===== config.mk =====
export PLATFORM = sky130hd
export DESIGN_NAME = alu_writeback_seq
export DESIGN_NICKNAME = d
export VERILOG_FILES = /design/src/rtl/alu_writeback_seq.sv
export SDC_FILE = /design/constraint.sdc
export NUM_CORES = 1
export LEC_CHECK = 0
export ABC_CLOCK_PERIOD_IN_PS = 2200
export BUFFER_PORTS_ARGS = -buffer_cell sky130_fd_sc_hd__buf_2
export CAP_MARGIN = 15
export CORE_MARGIN = 2
export CORE_UTILIZATION = 51
export DETAILED_ROUTE_END_ITERATION = 12
export GPL_TIMING_DRIVEN = 0
export PLACE_DENSITY_LB_ADDON = 0.1
export SYNTH_ARGS = -nofsm -noshare
export SYNTH_HDL_FRONTEND = slang
export SYNTH_SLANG_ARGS = --single-unit

===== constraint.sdc =====
create_clock -name clk -period 2.2 [get_ports clk]
set_clock_uncertainty 0.05 [all_clocks]
set_input_delay 0.22 -clock clk [delete_from_list [all_inputs] [get_ports clk]]
set_output_delay 0.22 -clock clk [all_outputs]
set_load 0.005 [all_outputs]

===== src/rtl/alu_writeback_seq.sv =====
// Execute-to-writeback stage: sequences ALU results into a single-port register file
// and owns NZCV. Optional operand hazard detect is enabled with `define WB_HAZARD_EN.
module alu_writeback_seq #(
    parameter int unsigned DW = 32,
    parameter int unsigned AW = 4
) (
    input  logic          clk,
    input  logic          reset,
    input  logic          in_valid,
    output logic          in_ready,
    input  logic [DW-1:0] result,
    input  logic [DW-1:0] long_res,
    input  logic [3:0]    alu_flags,
    input  logic          long_op,
    input  logic          wr_en,
    input  logic          flag_wr,
    input  logic [AW-1:0] rd_lo,
    input  logic [AW-1:0] rd_hi,
`ifdef WB_HAZARD_EN
    input  logic [AW-1:0] ra1,
    input  logic [AW-1:0] ra2,
    output logic          hazard,
`endif
    output logic          rf_we,
    output logic [AW-1:0] rf_wa,
    output logic [DW-1:0] rf_wd,
    output logic [3:0]    nzcv,
    output logic          busy
);

    typedef enum logic [1:0] {IDLE, WR, WRH} state_t;

    state_t        state, state_next;
    logic [DW-1:0] result_q;
    logic [DW-1:0] long_q;
    logic [3:0]    flags_q;
    logic          long_op_q;
    logic          wr_en_q;
    logic          flag_wr_q;
    logic [AW-1:0] rd_lo_q;
    logic [AW-1:0] rd_hi_q;
    logic          accept;

    assign accept = in_valid & in_ready;
    assign busy   = (state != IDLE);

    always_ff @(posedge clk or negedge reset) begin
        if (!reset) begin
            state     <= IDLE;
            result_q  <= '0;
            long_q    <= '0;
            flags_q   <= '0;
            long_op_q <= 1'b0;
            wr_en_q   <= 1'b0;
            flag_wr_q <= 1'b0;
            rd_lo_q   <= '0;
            rd_hi_q   <= '0;
            nzcv      <= '0;
        end else begin
            state <= state_next;
            if (accept) begin
                result_q  <= result;
                long_q    <= long_res;
                flags_q   <= alu_flags;
                long_op_q <= long_op;
                wr_en_q   <= wr_en;
                flag_wr_q <= flag_wr;
                rd_lo_q   <= rd_lo;
                rd_hi_q   <= rd_hi;
            end
            // Flags commit once per op, in its low-word cycle only.
            if (state == WR && flag_wr_q) begin
                nzcv <= flags_q;
            end
        end
    end

    always_comb begin
        state_next = state;
        in_ready   = 1'b0;
        rf_we      = 1'b0;
        rf_wa      = '0;
        rf_wd      = '0;
        case (state)
            IDLE: begin
                in_ready = 1'b1;
                if (in_valid) state_next = WR;
            end
            WR: begin
                rf_we = wr_en_q;
                rf_wa = rd_lo_q;
                rf_wd = result_q;
                if (long_op_q) begin
                    state_next = WRH;
                end else begin
                    in_ready   = 1'b1;
                    state_next = in_valid ? WR : IDLE;
                end
            end
            WRH: begin
                rf_we      = wr_en_q;
                rf_wa      = rd_hi_q;
                rf_wd      = long_q;
                in_ready   = 1'b1;
                state_next = in_valid ? WR : IDLE;
            end
            default: state_next = IDLE;
        endcase
    end

`ifdef WB_HAZARD_EN
    always_comb begin
        hazard = 1'b0;
        if (state == WR && wr_en_q && (ra1 == rd_lo_q || ra2 == rd_lo_q)) hazard = 1'b1;
        if (((state == WR && long_op_q) || state == WRH) && wr_en_q &&
            (ra1 == rd_hi_q || ra2 == rd_hi_q)) hazard = 1'b1;
    end
`endif

endmodule

==> impl_metrics.py, run 1 <==
metrics = {
    "global_route": {
        "overflow": 0,
        "grt_util_met2": 0.3420,
        "grt_max_degree": 44,
        "grt.busiest_layer": "met2",
        "grt.met1_usage": 0.2820,
        "globalRouteMet3Util": 0.04730,
        "grt_pass1_vias": 2829,
        "antenna_found_initial": 0,
        "grtUsageTotal": 0.2126,
        "grt_pass1_wl_mm": 13.76,
    },
    "logic_synthesis": {
        "ys_ff_latch": 85,
        "yosysWarnings": 0,
        "synth_flop_cell": "dfrtp_1",
        "synth_nets": 372,
        "syn_avg_cell_area_sq_um": 13.59,
        "synth_area_sq_um": 3859,
        "synth-edff-count": 0,
        "yosysSeqAreaShare": 0.5512,
        "ys_types": 18,
        "synthArstFlopShare": 1.000,
        "synthesis.instances": 284,
    },
    "setup_path": {
        "arrival_ps": 2300,
        "max_stage_delay_ps": 440,
        "cp_num_cells": 7,
        "cp-end-kind": "flop",
        "crit_required_ps": 2380,
        "start_kind": "flop",
        "reg2reg_depth": 7,
        "crit_type": "flop to flop",
        "cp.buffers_inverters": 4,
        "cp_top_family": "buffers and inverters",
        "cpMaxStageDelayCell": "dfrtp_2",
        "cp_cell_sequence": "buf_4 -> ha_1 -> o311a_1 -> clkbuf_4 -> buf_6 -> buf_12 -> mux2_4",
        "r2r_slack_ps": 90,
        "cp_max_fo": 10,
    },
    "power": {
        "total_leakage_power_nw": 2.322,
        "p_per_area_nw_per_um2": 1516,
        "vdd_drop_max_mv": 0.6423,
    },
    "cts": {
        "htree_levels": 3,
        "worst_skew_pair.late_latency_ps": 350,
        "cts_tree": "built",
        "clockRootBuffer": "clkbuf_8",
        "cts_sinks": 85,
        "cts_made_buffers": 9,
        "clk_pin_slew_ps": 90,
        "cts.path.max_buffers": 2,
    },
    "place": {
        "dpl_worst_slack_ps": -107.2,
        "dp_hpwl_mm": 6.020,
        "gp_congestion": 0.7076,
        "dp.cells": 508,
        "port_buffers": 124,
    },
    "sta": {
        "slew_violations": 0,
        "tightest_slew_ps": 565.9,
        "slew_headroom": 0.6227,
        "finalHoldViolCount": 0,
        "max_freq_mhz": 473.1,
        "setup_violations": 0,
        "tns_ps": 0,
        "timing.final.crit_share": 0.9607,
        "setup_ws_ps": 86.43,
        "min_period_ps": 2114,
    },
    "detailed_routing": {
        "final_antenna_net_count": 0,
        "wirelength_mm": 8.544,
        "drtIter0Drc": 150,
        "drt-pass1-iter-count": 4,
        "vias": 2708,
        "route.detailed.drc": 0,
        "routedWlPerCell_um": 16.24,
        "viasPerCell": 5.148,
    },
    "floorplanning": {
        "die_x_um": 90.99,
        "dieArea_sq_um": 8278,
        "die_h_um": 90.99,
        "coreArea_sq_um": 7292,
        "start_util": 0.5292,
        "ioPinCount": 125,
        "row_count": 31,
    },
    "run_status": {
        "status": "finished clean",
    },
    "worst_hold_path": {
        "holdPathStages": 2,
        "hp-class": "input pin to flop",
    },
    "layout": {
        "final_nets": 510,
        "area_growth_pct": 27.98,
        "diodes": 0,
        "stdcell_count": 526,
        "fin_util": 0.6772,
        "layout-drive-gt1-share": 0.5855,
    },
    "flow_run": {
        "drv_cap": 0,
    },
}
## synthesized netlist by cell type, types with 2 or more instances
cell / count / area (sq um)
nand2_1: 4 / 15.01
buf_2: 7 / 35.03
buf_6: 2 / 22.52
dfrtp_1: 85 / 2127
mux2_2: 73 / 822.0
mux2_4: 10 / 150.1
a22oi_1: 36 / 270.3
inv_1: 4 / 15.01
nor2b_1: 38 / 237.7
clkbuf_1: 12 / 45.04
ha_1: 6 / 75.07
## power breakdown
part / switching (mW) / total (mW) / internal (mW) / leakage, nW
Sequential: 0.424 / 2.80 / 2.38 / 0.994
Combinational: 1.50 / 3.58 / 2.08 / 1.23
Clock: 0.549 / 1.10 / 0.553 / 0.0964
Total: 2.47 / 7.49 / 5.01 / 2.32
## stage by stage
stage	area (sq um)	power (mW)	hold slack, ps
floorplan	3859	5.132	-125.6
global placement	4603	6.079	401.4
detailed placement	4626	6.209	198.0
CTS	4867	7.418	32.46
global route	4938	7.987	40.84
finish	4938	7.485	38.53
## sequential cells by signal, summed over array words and instances (netlist names)
name       flops
wr_en_q        1
state          2
rd_hi_q        4
nzcv           4
result_q      32
long_op_q      1
rd_lo_q        4
flag_wr_q      1
long_q        32
flags_q        4
## final timing paths
path,endpoint,from
hold / removal,result_q[16]$_DFFE_PN0P_,result[16]
max in group asynchronous,long_q[6]$_DFFE_PN0P_,reset
hold reg to reg,flags_q[1]$_DFFE_PN0P_,flags_q[1]$_DFFE_PN0P_
setup / recovery,result_q[12]$_DFFE_PN0P_,state[1]$_DFFE_PN0P_
setup reg to reg,result_q[12]$_DFFE_PN0P_,state[1]$_DFFE_PN0P_
min in group asynchronous,state[0]$_DFFE_PN0P_,reset
## kinds of logic after synthesis
| kind of cell | count (synthesis) | synth area share |
|---|---|---|
| and+or+nand+nor | 46 | 0.07101 |
| buffers and inverters | 25 | 0.03048 |
| muxes | 83 | 0.2519 |
| AOI/OAI and AO/OA | 39 | 0.07588 |
| adders and majority gates | 6 | 0.01945 |
| DFF | 85 | 0.5512 |
## per-layer routing
layer | up-vias | part of all wire
met4 | 0 | 0.015
met1 | 1337 | 0.45
li1 | 1283 | -
met2 | 79 | 0.47
met3 | 9 | 0.057
met5 | - | 0
## layout by cell type, fill, tap and decap left out
master / instances
buf_6: 2
o311a_1: 1
dlygate4sd3_1: 1
inv_1: 3
buf_4: 4
nand2_1: 4
o31ai_1: 1
nor3_1: 1
clkbuf_1: 2
mux2_4: 10
ha_1: 3
a22oi_1: 36
nor2_1: 1
nand2b_1: 1
bufinv_16: 1
buf_12: 2
clkinvlp_4: 1
clkbuf_8: 12
clkinv_2: 2
ha_4: 2
nor2b_1: 38
clkbuf_4: 8
dfrtp_1: 83
and2_1: 1
clkbuf_2: 1
ha_2: 1
mux2_2: 73
buf_2: 128
inv_2: 1
dfrtp_2: 2
o21ai_0: 1
## what timing repair did
item,in CTS,in global routing
gates resized for setup,20,18
pin swaps,0,0
hold buffers,1,0
hold endpoints to repair,42,0
buffers inserted,0,3
setup endpoints to repair,36,102
gates cloned,0,0
## cell type report
class,instances,area [sq um]
Buffer,19,160.2
Inverter,4,15.01
Fill cell,605,2354
Tap cell,99,123.9
Multi-Input combinational cell,174,1642
Timing Repair Buffer,129,675.6
Clock buffer,12,145.1
Sequential cell,85,2130
Clock inverter,4,47.55
## worst register-to-register path, stage by stage, from the launching register on
cell      delay (ps)
dfrtp_2          440
buf_4            140
ha_1             210
o311a_1          360
clkbuf_4         180
buf_6            160
buf_12           160
mux2_4           300
Power figures use the tool's default switching activity.
==> inputs of run 2 (changes only) <==
MAX_ROUTING_LAYER = met4   (was not set)
==> impl_metrics.py, run 2 (synthesis gave the netlist of run 1 again) <==
metrics = {
    "sta": {
        "tightest_slew_ps": 576.1,
        "rsz0062_at_grt": "yes",
        "slew_headroom": 0.6159,
        "min_period_ps": 2130,
        "slew_violations": 0,
        "timing.final.crit_share": 0.9681,
        "max_freq_mhz": 469.5,
        "setup_violations": 0,
        "finalHoldViolCount": 0,
    },
    "global_route": {
        "grt_pass1_wl_mm": 13.74,
        "overflow": 0,
        "antenna_found_initial": 0,
        "grtUsageTotal": 0.2189,
        "grt_max_degree": 44,
        "grt_pass1_vias": 2837,
    },
    "layout": {
        "stdcell_count": 525,
        "area_growth_pct": 27.37,
        "mostFrequentLayoutCells": "buf_2, dfrtp_1, mux2_2",
        "layout-drive-gt1-share": 0.5822,
        "top_regs": "long_q: 32 flops, result_q: 32 flops",
        "layout_commonest_cell": "buf_2",
        "final_nets": 509,
        "fin_util": 0.6740,
        "diodes": 0,
    },
    "detailed_routing": {
        "route.detailed.drc": 0,
        "drtIter0Drc": 107,
        "vias": 2698,
        "wirelength_mm": 8.519,
        "final_antenna_net_count": 0,
        "viasPerCell": 5.139,
        "routedWlPerCell_um": 16.23,
        "drt-pass1-iter-count": 4,
    },
    "power": {
        "vdd_drop_max_mv": 0.6432,
        "p_per_area_nw_per_um2": 1510,
        "total_leakage_power_nw": 2.314,
    },
    "setup_path": {
        "start_kind": "flop",
        "crit_type": "flop to flop",
        "crit_required_ps": 2390,
        "cp-end-kind": "flop",
        "arrival_ps": 2320,
        "cp_max_fo": 10,
    },
    "place": {
        "port_buffers": 124,
        "dp.cells": 508,
        "gp_congestion": 0.7155,
        "dp_hpwl_mm": 6.020,
    },
    "floorplanning": {
        "row_count": 31,
        "dieArea_sq_um": 8278,
        "die_x_um": 90.99,
        "coreArea_sq_um": 7292,
        "ioPinCount": 125,
        "die_h_um": 90.99,
        "start_util": 0.5292,
    },
    "cts": {
        "cts_sinks": 85,
        "cts.path.max_buffers": 2,
        "clk_pin_slew_ps": 90,
        "clockRootBuffer": "clkbuf_8",
        "cts_made_buffers": 9,
        "htree_levels": 3,
        "cts_tree": "built",
        "worst_skew_pair.late_latency_ps": 350,
    },
    "worst_hold_path": {
        "hp-class": "input pin to flop",
    },
    "run_status": {
        "status": "finished clean",
    },
    "flow_run": {
        "drv_cap": 0,
    },
}
-- run 2: cell types whose count changed in the layout (fill, tap and decap cells not counted) --
| cell | previous run | this run |
|---|---|---|
| dfrtp_2 | 2 | 1 |
| dfrtp_1 | 83 | 84 |
| buf_12 | 2 | 1 |
| buf_2 | 128 | 129 |
| clkbuf_4 | 8 | 7 |
-- run 2: final timing paths --
| check | start | endpoint | slack, ps | depth (start not counted) |
|---|---|---|---|---|
| hold reg to reg | flags_q[1]$_DFFE_PN0P_ | flags_q[1]$_DFFE_PN0P_ | 460 | 1 |
| setup reg to reg | state[1]$_DFFE_PN0P_ | result_q[8]$_DFFE_PN0P_ | 70 | 7 |
| min in group asynchronous | reset | state[0]$_DFFE_PN0P_ | 350 | 2 |
| max in group asynchronous | reset | long_q[6]$_DFFE_PN0P_ | 1120 | 3 |
| setup / recovery | state[1]$_DFFE_PN0P_ | result_q[8]$_DFFE_PN0P_ | 70 | 7 |
| hold / removal | result[16] | result_q[16]$_DFFE_PN0P_ | 40 | 2 |
-- run 2: critical path, cell delays in order, from the launching register on --
cell	delay, ps
dfrtp_2	440
inv_1	120
ha_2	210
nor2b_1	170
o311a_1	160
buf_2	180
buf_2	300
mux2_2	370
-- run 2: routing by layer --
layer	up-vias	track usage	wire length [um]
met1	1324	0.2870	3820
met2	85	0.3432	4057
li1	1281	-	-
met3	8	0.04647	530
met4	0	0.07197	110
met5	-	-	0
-- run 2: through the flow --
step | power (mW) | cell area, sq um | TNS (ps) | worst slack, ps | hold WS, ps
6_report | 7.422 | 4915 | 0 | 70.25 | 35.30
5_1_grt | 7.939 | 4915 | -732.8 | -28.14 | 35.81
3_3_place_gp | 6.079 | 4603 | -1288 | -97.29 | 401.4
2_1_floorplan | 5.132 | 3859 | 0 | 253.6 | -125.6
3_5_place_dp | 6.209 | 4626 | -1504 | -107.2 | 198.0
4_1_cts | 7.418 | 4867 | 0 | 2.808 | 32.46
-- run 2: layout make-up --
class	count	area, sq um
inverter	4	15.01
fill	609	2377
sequential	85	2128
clock inverter	4	47.55
clock buffer	12	145.1
buffer	18	137.6
timing repair buffer	129	675.6
multi-input combinational	174	1642
tap	99	123.9
-- run 2: repair_timing --
action                                 CTS  global route
buffers inserted                         0             3
pin swaps                                0             0
hold buffers                             1             0
gates resized for setup                 20            14
endpoints found under the hold margin   42             0
setup endpoints to repair               36           102
-- run 2: power breakdown --
part           switching [mW]  internal [mW]  total, mW  leakage (nW)
combinational            1.49           2.04       3.53          1.22
sequential              0.423           2.38       2.80         0.995
clock                   0.540          0.553       1.09        0.0964
